[src/rtl/datapath_pkg.sv]
// Shared datapath types for the word-select helpers.
package datapath_pkg;

  localparam int WORD_W = 64;

  typedef logic [WORD_W-1:0] word_t;

  typedef enum logic [1:0] {SEL0, SEL1, SEL2, SEL3} mux4_sel_t;

endpackage

[src/rtl/mux4_1_bit.sv]
// One-bit 4:1 mux built from two levels of 2:1 selection (sel[0], then sel[1]).
module mux4_1_bit
  import datapath_pkg::*;
(
  input  logic [1:0] sel_i,
  input  logic [3:0] leg_i,
  output logic       y_o
);

  logic lo_s;
  logic hi_s;

  assign lo_s = sel_i[0] ? leg_i[1] : leg_i[0];
  assign hi_s = sel_i[0] ? leg_i[3] : leg_i[2];
  assign y_o  = sel_i[1] ? hi_s : lo_s;

endmodule

[src/rtl/mux_4to1_64bit.sv]
// 4:1 word multiplexer with a combinational output and a registered copy.
module mux_4to1_64bit
  import datapath_pkg::*;
#(
  parameter int WIDTH = WORD_W
) (
  input  logic               clk,
  input  logic               reset,
  input  logic [1:0]         sel,
  input  logic [4*WIDTH-1:0] in,
  output logic [WIDTH-1:0]   out,
  output logic [WIDTH-1:0]   out_q
);

  logic [WIDTH-1:0] out_d;

  // Bit i of every leg feeds only output bit i; no cross-bit logic.
  for (genvar i = 0; i < WIDTH; i++) begin : g_bit
    mux4_1_bit u_bit (
      .sel_i (sel),
      .leg_i ({in[3*WIDTH+i], in[2*WIDTH+i], in[WIDTH+i], in[i]}),
      .y_o   (out[i])
    );
  end

  assign out_d = out;

  always_ff @(posedge clk or posedge reset) begin
    if (reset) begin
      out_q <= {WIDTH{1'b0}};
    end else begin
      out_q <= out_d;
    end
  end

endmodule

[config.mk]
export PLATFORM = sky130hd
export DESIGN_NAME = mux_4to1_64bit
export DESIGN_NICKNAME = d
export VERILOG_FILES = /design/src/rtl/datapath_pkg.sv /design/src/rtl/mux4_1_bit.sv /design/src/rtl/mux_4to1_64bit.sv
export SDC_FILE = /design/constraint.sdc
export NUM_CORES = 1
export LEC_CHECK = 0
export CORE_AREA = 2 2 152 154
export DETAILED_ROUTE_END_ITERATION = 8
export DIE_AREA = 0 0 154 156
export MAX_ROUTING_LAYER = met4
export SLEW_MARGIN = 20
export SYNTH_ARGS = -nofsm -noshare
export SYNTH_HDL_FRONTEND = slang
export SYNTH_HIERARCHICAL = 1
export SYNTH_SLANG_ARGS = --single-unit
[constraint.sdc]
create_clock -name clk -period 5.15 [get_ports clk]
set_input_delay 1.03 -clock clk [delete_from_list [all_inputs] [get_ports clk]]
set_output_delay 1.03 -clock clk [all_outputs]
set_load 0.005 [all_outputs]
### Word level (Yosys, flattened, before mapping)

Index checks and enable logic that the tools add are counted.

* multiplexer cells: 192

Operators with widths (number)
* 2-to-1 mux 1 bit: 192

* register bits after elaboration: 64
* output and inout bits: 128
* word-level logic and storage cells: 193
* input port bits: 260

### Longest topological paths before layout

* depth in word-level cells: 2
* mapped depth: 1
* depth with buffers taken out: 1

### Cells and area by module

Netlist, hierarchy kept.

By module, submodules not included
* mux_4to1_64bit: times used 1, area an instance 1605.3 µm², cells an instance 65, seq. area each 1601.5 µm²
* mux4_1_bit: times used 64, area an instance 22.5 µm², cells an instance 1, seq. area each 0.0 µm²

### Worst setup path after synthesis

OpenSTA, ideal clock, no wires.

* kind: input-to-output
* from: in sel[0]
* to: out out[0]
* stages: 1
* arrival time: 1.519 ns
* path buffers: 0
* data required time: 4.120 ns
* slack: 2.601 ns
* cell sequence: mux4_2

* longest elaborated chain between the ends: 2
* elaborated cells between the ends (all ways): 3
* those cells by class: mux (3)

Ends and longest elaborated chain
* start, declared: RTL line mux_4to1_64bit.sv:9 `input logic [1:0] sel,`
* 2-to-1 mux 1 bit (on tied branches): RTL line mux4_1_bit.sv:13, mux4_1_bit.sv:14
* 2-to-1 mux 1 bit *: RTL line mux4_1_bit.sv:15 `assign y_o = sel_i[1] ? hi_s : lo_s;`
* end, declared: RTL line mux_4to1_64bit.sv:11 `output logic [WIDTH-1:0] out,`

Every way passes the cells marked *; elsewhere a longest branch is shown, timed or not.

### Final worst setup path

* from: in sel[0]
* to: out out[3]

Same word-level chain as after synthesis.

==> flow_summary.ini <==
[status]
status = complete, no violations

[cts]
post_cts_buffers = 0
htree_num_levels = 3
clock_path_buffers = 2
post_cts_resized = 0
ctsRootBufferMaster = clkbuf_16
cts_tree = yes
holdBufCountCts = 0
cts-buffers-inserted = 9
path_clk_slew_ns = 0.05
clock_sink_count = 64

[die]
rows = 55
start_util = 0.1362
die-area_um2 = 24020
core_area_um2 = 22370
die_w_um = 154
die_y_um = 156
ios = 388

[routing]
drt_pass1_iterations = 4
drcViolationCount = 0
dr_total_vias = 3279
met2_length_um = 8292
top_layer_used = met4
totalWireLength_um = 16270
vias_per_cell = 3.994
drt-met1-wl_um = 6189
ant_nets = 0
wl_per_cell_um = 19.82
drt-initial-drc-count = 94
wl_met3_um = 1510

[power_and_ir_drop]
p_leak_nw = 2.833
power_mw = 1.760
power_density_nw_per_um2 = 231.8
ir_worst_vdd_v = 0.0001152

[setup_path]
crit_chain = buf_4 > buf_4 > mux4_2 > clkdlybuf4s50_1
cp.arrival_ns = 2.79
cp_max_fo = 17
required_ns = 4.12
critPathLaunchType = primary input
cpMaxStageDelayCell = mux4_2
critical_path_class = in2out
endpoint_kind = output pin
critPathMostFrequentCell = buf_4
cp_slowest_stage_delay_ns = 0.58

[synth]
syn_avg_cell_area_um2 = 23.62
mappedNetlistArea_um2 = 3047
synth_nets = 389
ys_seq_area_frac = 0.5257
ys_warn_count = 6
synth_cell_types = 3
netlist_instances = 129
ys_ff_latch = 64

[grt]
grt_start_max_net_pins = 65
overflow = 0
grt_pass1_wl_um = 23650
track_usage = 0.1367
grt_pass1_vias = 3858
grt_antenna_before_repair = 1

[sta]
period_needed_ns = 3.820
fmax_mhz = 261.8
worstMarginPinSlew_ns = 0.9162
timing.final.crit_share = 0.7417
slew_viol_final = 0
hold_viol = 0
fin_tns_setup_ns = 0
maxSlewHeadroom = 0.3892
setup_viol = 0
rsz0062_at_grt = no

[placement]
port_buffers = 387
dp_hpwl_um = 13500
gp_congestion = 0.8739

[min_path]
min_path_type = in2async

[cells_and_area]
final_nets = 790
reg_top3 = out_q (64)
syn_to_final_growth_pct = 149.2
layout-drive-gt1-share = 0.1551
largest_register_ffs = 64
regMostFlops = out_q

[flow_run]
max_cap_violations = 0
-- cell usage after synthesis --
library cell / instances / share of area
inv_1: 1 / 0.0012
mux4_2: 64 / 0.47
dfrtp_1: 64 / 0.53
-- layout by cell type, fill, tap and decap left out --
cell	synthesis	routed
buf_12	0	1
buf_4	0	4
bufinv_16	0	1
clkbuf_1	0	3
clkbuf_16	0	9
clkdlybuf4s50_1	0	385
clkinv_2	0	4
dfrtp_1	64	64
diode_2	0	1
mux4_2	64	64
-- per-layer routing --
metal,vias up,GRT usage
met3,22,0.05306
li1,1389,-
met5,-,-
met2,220,0.2336
met1,1648,0.1460
met4,0,0.04539
-- stage by stage --
stage          worst slack (ns)  std cells    util  hold WS [ns]  area (um^2)
4_1_cts                   1.292        820  0.3394         1.091         7590
6_report                  1.330        821  0.3395         1.092         7592
3_5_place_dp              1.292        804  0.3268         1.451         7308
3_3_place_gp              1.318        804  0.3268         1.443         7308
5_1_grt                   1.207        821  0.3395         1.123         7592
2_1_floorplan             2.522        129       -         1.247         3047
-- layout make-up --
class                           instances  area [um^2]
Antenna cell                            1        2.502
Clock buffer                           12        236.5
Clock inverter                          4        45.04
Fill cell                            2198        14770
Inverter                                1        5.005
Multi-Input combinational cell         64         1441
Sequential cell                        64         1602
Tap cell                              285        356.6
Timing Repair Buffer                  390         3904
-- final timing paths --
kind                       startpoint   endpoint  slack [ns]
max                            sel[0]     out[3]        1.33
min                             reset  out_q[18]        1.09
max in group asynchronous       reset   out_q[9]        3.13
min in group clk               sel[0]  out_q[39]        1.32
-- logic make-up (layout without fill, tap and decap cells) --
group,count (synthesis),count (layout),synth area share
multiplexers,64,64,0.4731
buffers and inverters,1,407,0.001231
flip-flops,64,64,0.5257
other,0,1,0
-- worst max-delay path, delay by kind of cell --
kind                   cells  cell delay (ns)
buffers and inverters      3             1.15
multiplexers               1             0.58
-- power by group --
group	leakage, nW	switching (mW)	total (mW)	internal [mW]
Combinational	1.95	0.163	0.582	0.419
Clock	0.140	0.235	0.609	0.373
Sequential	0.746	0.0149	0.569	0.554
Total	2.83	0.413	1.76	1.35
(Power assumes the default switching activity.)
==> patch 1 (config.mk and constraints unchanged) <==
`WORD_W`: 64 -> 32.
--- a/src/rtl/datapath_pkg.sv
+++ b/src/rtl/datapath_pkg.sv
@@ -1,7 +1,7 @@
 // Shared datapath types for the word-select helpers.
 package datapath_pkg;
 
-  localparam int WORD_W = 64;
+  localparam int WORD_W = 32;
 
   typedef logic [WORD_W-1:0] word_t;
 
Interface: changed (resized in, out and out_q); port bits go from 388 to 196. No check against the original RTL was run, so the function may have changed too.
==> patch 1 against the unedited design <==
First-iteration DRC count down 52%; design area down 48%; global-route usage down 5.8 points; sequential cell count down 32; setup slack better by 0.032 ns; critical path type unchanged; critical endpoint is now out[20]; total power down 50%; worst hold slack better by 0.12 ns; synthesized area down 50%; sequential share of layout area down 0.97 points; count of clock-buffer cells in the layout down 6; clock power down 52%; routed wire length down 44%; utilization down 16 points; largest power group unchanged.
==> patch 1: results <==
[setup_path]
slowest_delay_ns = 0.55
critPathMaxFanout = 13
cp_slowest_cell = "mux4_2"
path_delay_family = "buffers and inverters"
arrival_ns = 2.76

[flow_run]
max-cap-violations = 0

[placement]
place_congestion = 0.764
hpwl_um = 7710
io_buffers = 195

[power_and_ir_drop]
p_sw_share_pct = 24.0
ir_worst_vdd_v = 0.0000851
total_leakage_power_nw = 1.43
p_comb_mw = 0.293
clockPowerShare_pct = 33.7
p_int_mw = 0.663

[cells_and_area]
top_regs = "out_q (32)"
fill_cells = 2399
drive_above_1_share_pct = 16.3
fin_nets = 402
antenna_cells = 0

[route]
finalWirelength_um = 9100
viasPerCell = 2.93
drt-pass1-iter-count = 3
drt_iter0_drc = 45

[cts]
htree_levels = 2
cts_root_buf = "clkbuf_16"
numCtsBuffers = 5
cts_setup_buffers = 0
path_clk_slew_ns = 0.06

[sta]
worst_slew_pin_slew_ns = 0.878

[grt]
grt_pass1_vias = 1957
grt_first_pass_wirelength_um = 12800
grt_util_met1_pct = 7.50
grtUsageMet3_pct = 2.89
grtUsageTotal_pct = 7.85
grt_max_degree = 33
antenna_found_initial = 0
use_met2_pct = 14.4

[synthesis]
synth_area_leaders = "dfrtp_1 (53%), mux4_2 (47%), inv_1 (0.25%)"
synth_fp_nets = 197
ys_seq_area_share_pct = 52.5
ys_top_cells_by_count = "dfrtp_1 (32), mux4_2 (32), inv_1 (1)"

[run_status]
run_status = "completed"
-- patch 1: changes by cell type in the layout (fill, tap and decap cells not counted), sizes merged --
cell,delta
clkdlybuf4s50,-192
dfrtp,-32
mux4,-32
clkbuf,-6
clkinv,-3
bufinv,-1
diode,-1
inv,+1
-- patch 1: path summary, 6_finish.rpt --
path | from | end | slack [ns] | depth (start not counted)
max | sel[0] | out[20] | 1.36 | 4
min | reset | out_q[26] | 1.22 | 2
max in group asynchronous | reset | out_q[5] | 3.42 | 2
min in group clk | sel[0] | out_q[29] | 1.43 | 2
-- patch 1: cell type report --
class / instances / share of cell area [%]
clock buffers: 6 / 3.24
repair buffers: 198 / 49.4
clock inverters: 1 / 0.126
multi-input cells: 32 / 18.1
well taps: 285 / 8.96
inverters: 1 / 0.0943
flip-flops and latches: 32 / 20.1
-- patch 1: per-stage QoR --
stage | util [%] | cells | hold WS (ns) | area (um^2) | setup slack (ns)
finish | 17.8 | 555 | 1.22 | 3980 | 1.36
global route | 17.8 | 555 | 1.31 | 3980 | 1.20
CTS | 17.8 | 555 | 1.26 | 3980 | 1.27
detailed placement | 17.2 | 548 | 1.58 | 3850 | 1.28
global placement | 17.2 | 548 | 1.56 | 3850 | 1.29
floorplan | - | 65 | 1.15 | 1530 | 2.60
-- patch 1: layer usage --
metal  vias up  wire length [um]
met2        99              5000
li1        704                 -
met3        10               752
met5         -                 0
met4         0               175
met1       813              3160
-- patch 1: logic make-up (layout without fill, tap and decap cells) --
group / count (synthesis) / count (layout) / share of synthesized area [%]
multiplexers: 32 / 32 / 47.3
flip-flops: 32 / 32 / 52.5
buffers and inverters: 1 / 206 / 0.246
==> patch 2 (same settings) <==
Without the edit above. Make the reset (`reset`) synchronous in one clocked block.
--- a/src/rtl/mux_4to1_64bit.sv
+++ b/src/rtl/mux_4to1_64bit.sv
@@ -25,7 +25,7 @@
 
   assign out_d = out;
 
-  always_ff @(posedge clk or posedge reset) begin
+  always_ff @(posedge clk) begin
     if (reset) begin
       out_q <= {WIDTH{1'b0}};
     end else begin
Check against the original RTL: differs if reset is asserted again (counterexample within 4 cycles, from zero or initial values and one cycle with reset high); with reset held inactive, the same outputs for 10 cycles.
==> patch 2 against the unedited design <==
Synthesized area is 10% higher; largest cell class unchanged; via count is 8.9% higher; routed wire length is 1.3% lower; design area is 2.9% higher; critical path type unchanged; setup slack worse by 0.19 ns; synthesized cell count is 54% higher; total power is 1.1% lower; sequential cell count stayed put; largest power group unchanged.
==> patch 2: results <==
[synthesis]
ys_seq_area_share_pct = 38.1
ys_top_cells_by_count = "dfxtp_1 (64), mux4_2 (64), nor2b_2 (60)"
yosysUniqueCellTypes = 6
synth_ff_type = "dfxtp_1"
syn_avg_cell_area_um2 = 16.9
ys_async_sr_fraction_pct = 0
synth_area_leaders = "mux4_2 (43%), dfxtp_1 (38%), nor2b_2 (16%)"

[cells_and_area]
antenna_cells = 0
fin_nets = 852

[setup_path]
arrival_ns = 2.98
critPathMaxFanout = 33
critPathCapture = "out[50]"

[grt]
grtUsageTotal_pct = 13.5
antenna_found_initial = 0
grt_pass1_vias = 4031

[sta]
worst_slew_pin_slew_ns = 1.10
min_period_over_period_pct = 77.9

[run_status]
run_status = "completed"

[route]
drt_iter0_drc = 148
finalWirelength_um = 16100
routed-via-count = 3571

[power_and_ir_drop]
ir_worst_vdd_v = 0.000127
p_int_mw = 1.34
total_leakage_power_nw = 2.80

[placement]
dp_cells = 866
hpwl_um = 13100
place_area_um2 = 7530
dp_slack_ns = 1.08
place_congestion = 0.877

[cts]
clock_path_buffers = 2
numCtsBuffers = 9

[worst_hold_path]
hold_path_class = "input pin to flop"
## patch 2: cell count changes in the layout (fill, tap and decap cells not counted), moves of 2 or more
| cell | change |
|---|---|
| nor2b_1 | +4 |
| buf_4 | -2 |
| dfrtp_1 | -64 |
| nor2b_2 | +60 |
| dfxtp_1 | +64 |
## patch 2: per-layer routing
layer,GRT usage [%],wire length (um)
met2,23.5,8200
met3,4.47,1430
met5,-,0
met1,14.5,6150
met4,4.32,279
## patch 2: kinds of logic (layout without fill, tap and decap cells)
logic type,Yosys count,in the layout,synth area share [%]
DFF,64,64,38.1
and+or+nand+nor,64,64,16.4
buffers and inverters,7,405,2.57
muxes,64,64,42.9
## patch 2: worst min path at each step
stage / startpoint / to / slack (ns) / cells past startpoint
5_1_grt: reset / out_q[24] / 1.40 / 2
3_3_place_gp: reset / out_q[8] / 1.72 / 2
2_1_floorplan: reset / out_q[0] / 1.26 / 2
3_5_place_dp: reset / out_q[50] / 1.73 / 2
6_report: reset / out_q[44] / 1.38 / 2
4_1_cts: reset / out_q[34] / 1.37 / 2
## patch 2: power groups by stage
stage / registers, mW / logic (mW) / clock network (mW)
after CTS: 0.546 / 0.601 / 0.638
after global routing: 0.549 / 0.628 / 0.653
after floorplan: 0.562 / 0.160 / 0
after detailed placement: 0.557 / 0.598 / 0
final: 0.546 / 0.593 / 0.601
after global placement: 0.556 / 0.592 / 0
## patch 2: area by class of cell
type	instances	area (um^2)
fill	2155	14600
multi-input combinational	128	1990
sequential	64	1280
clock inverter	4	45.0
timing repair buffer	389	3900
clock buffer	12	236
tap	285	357
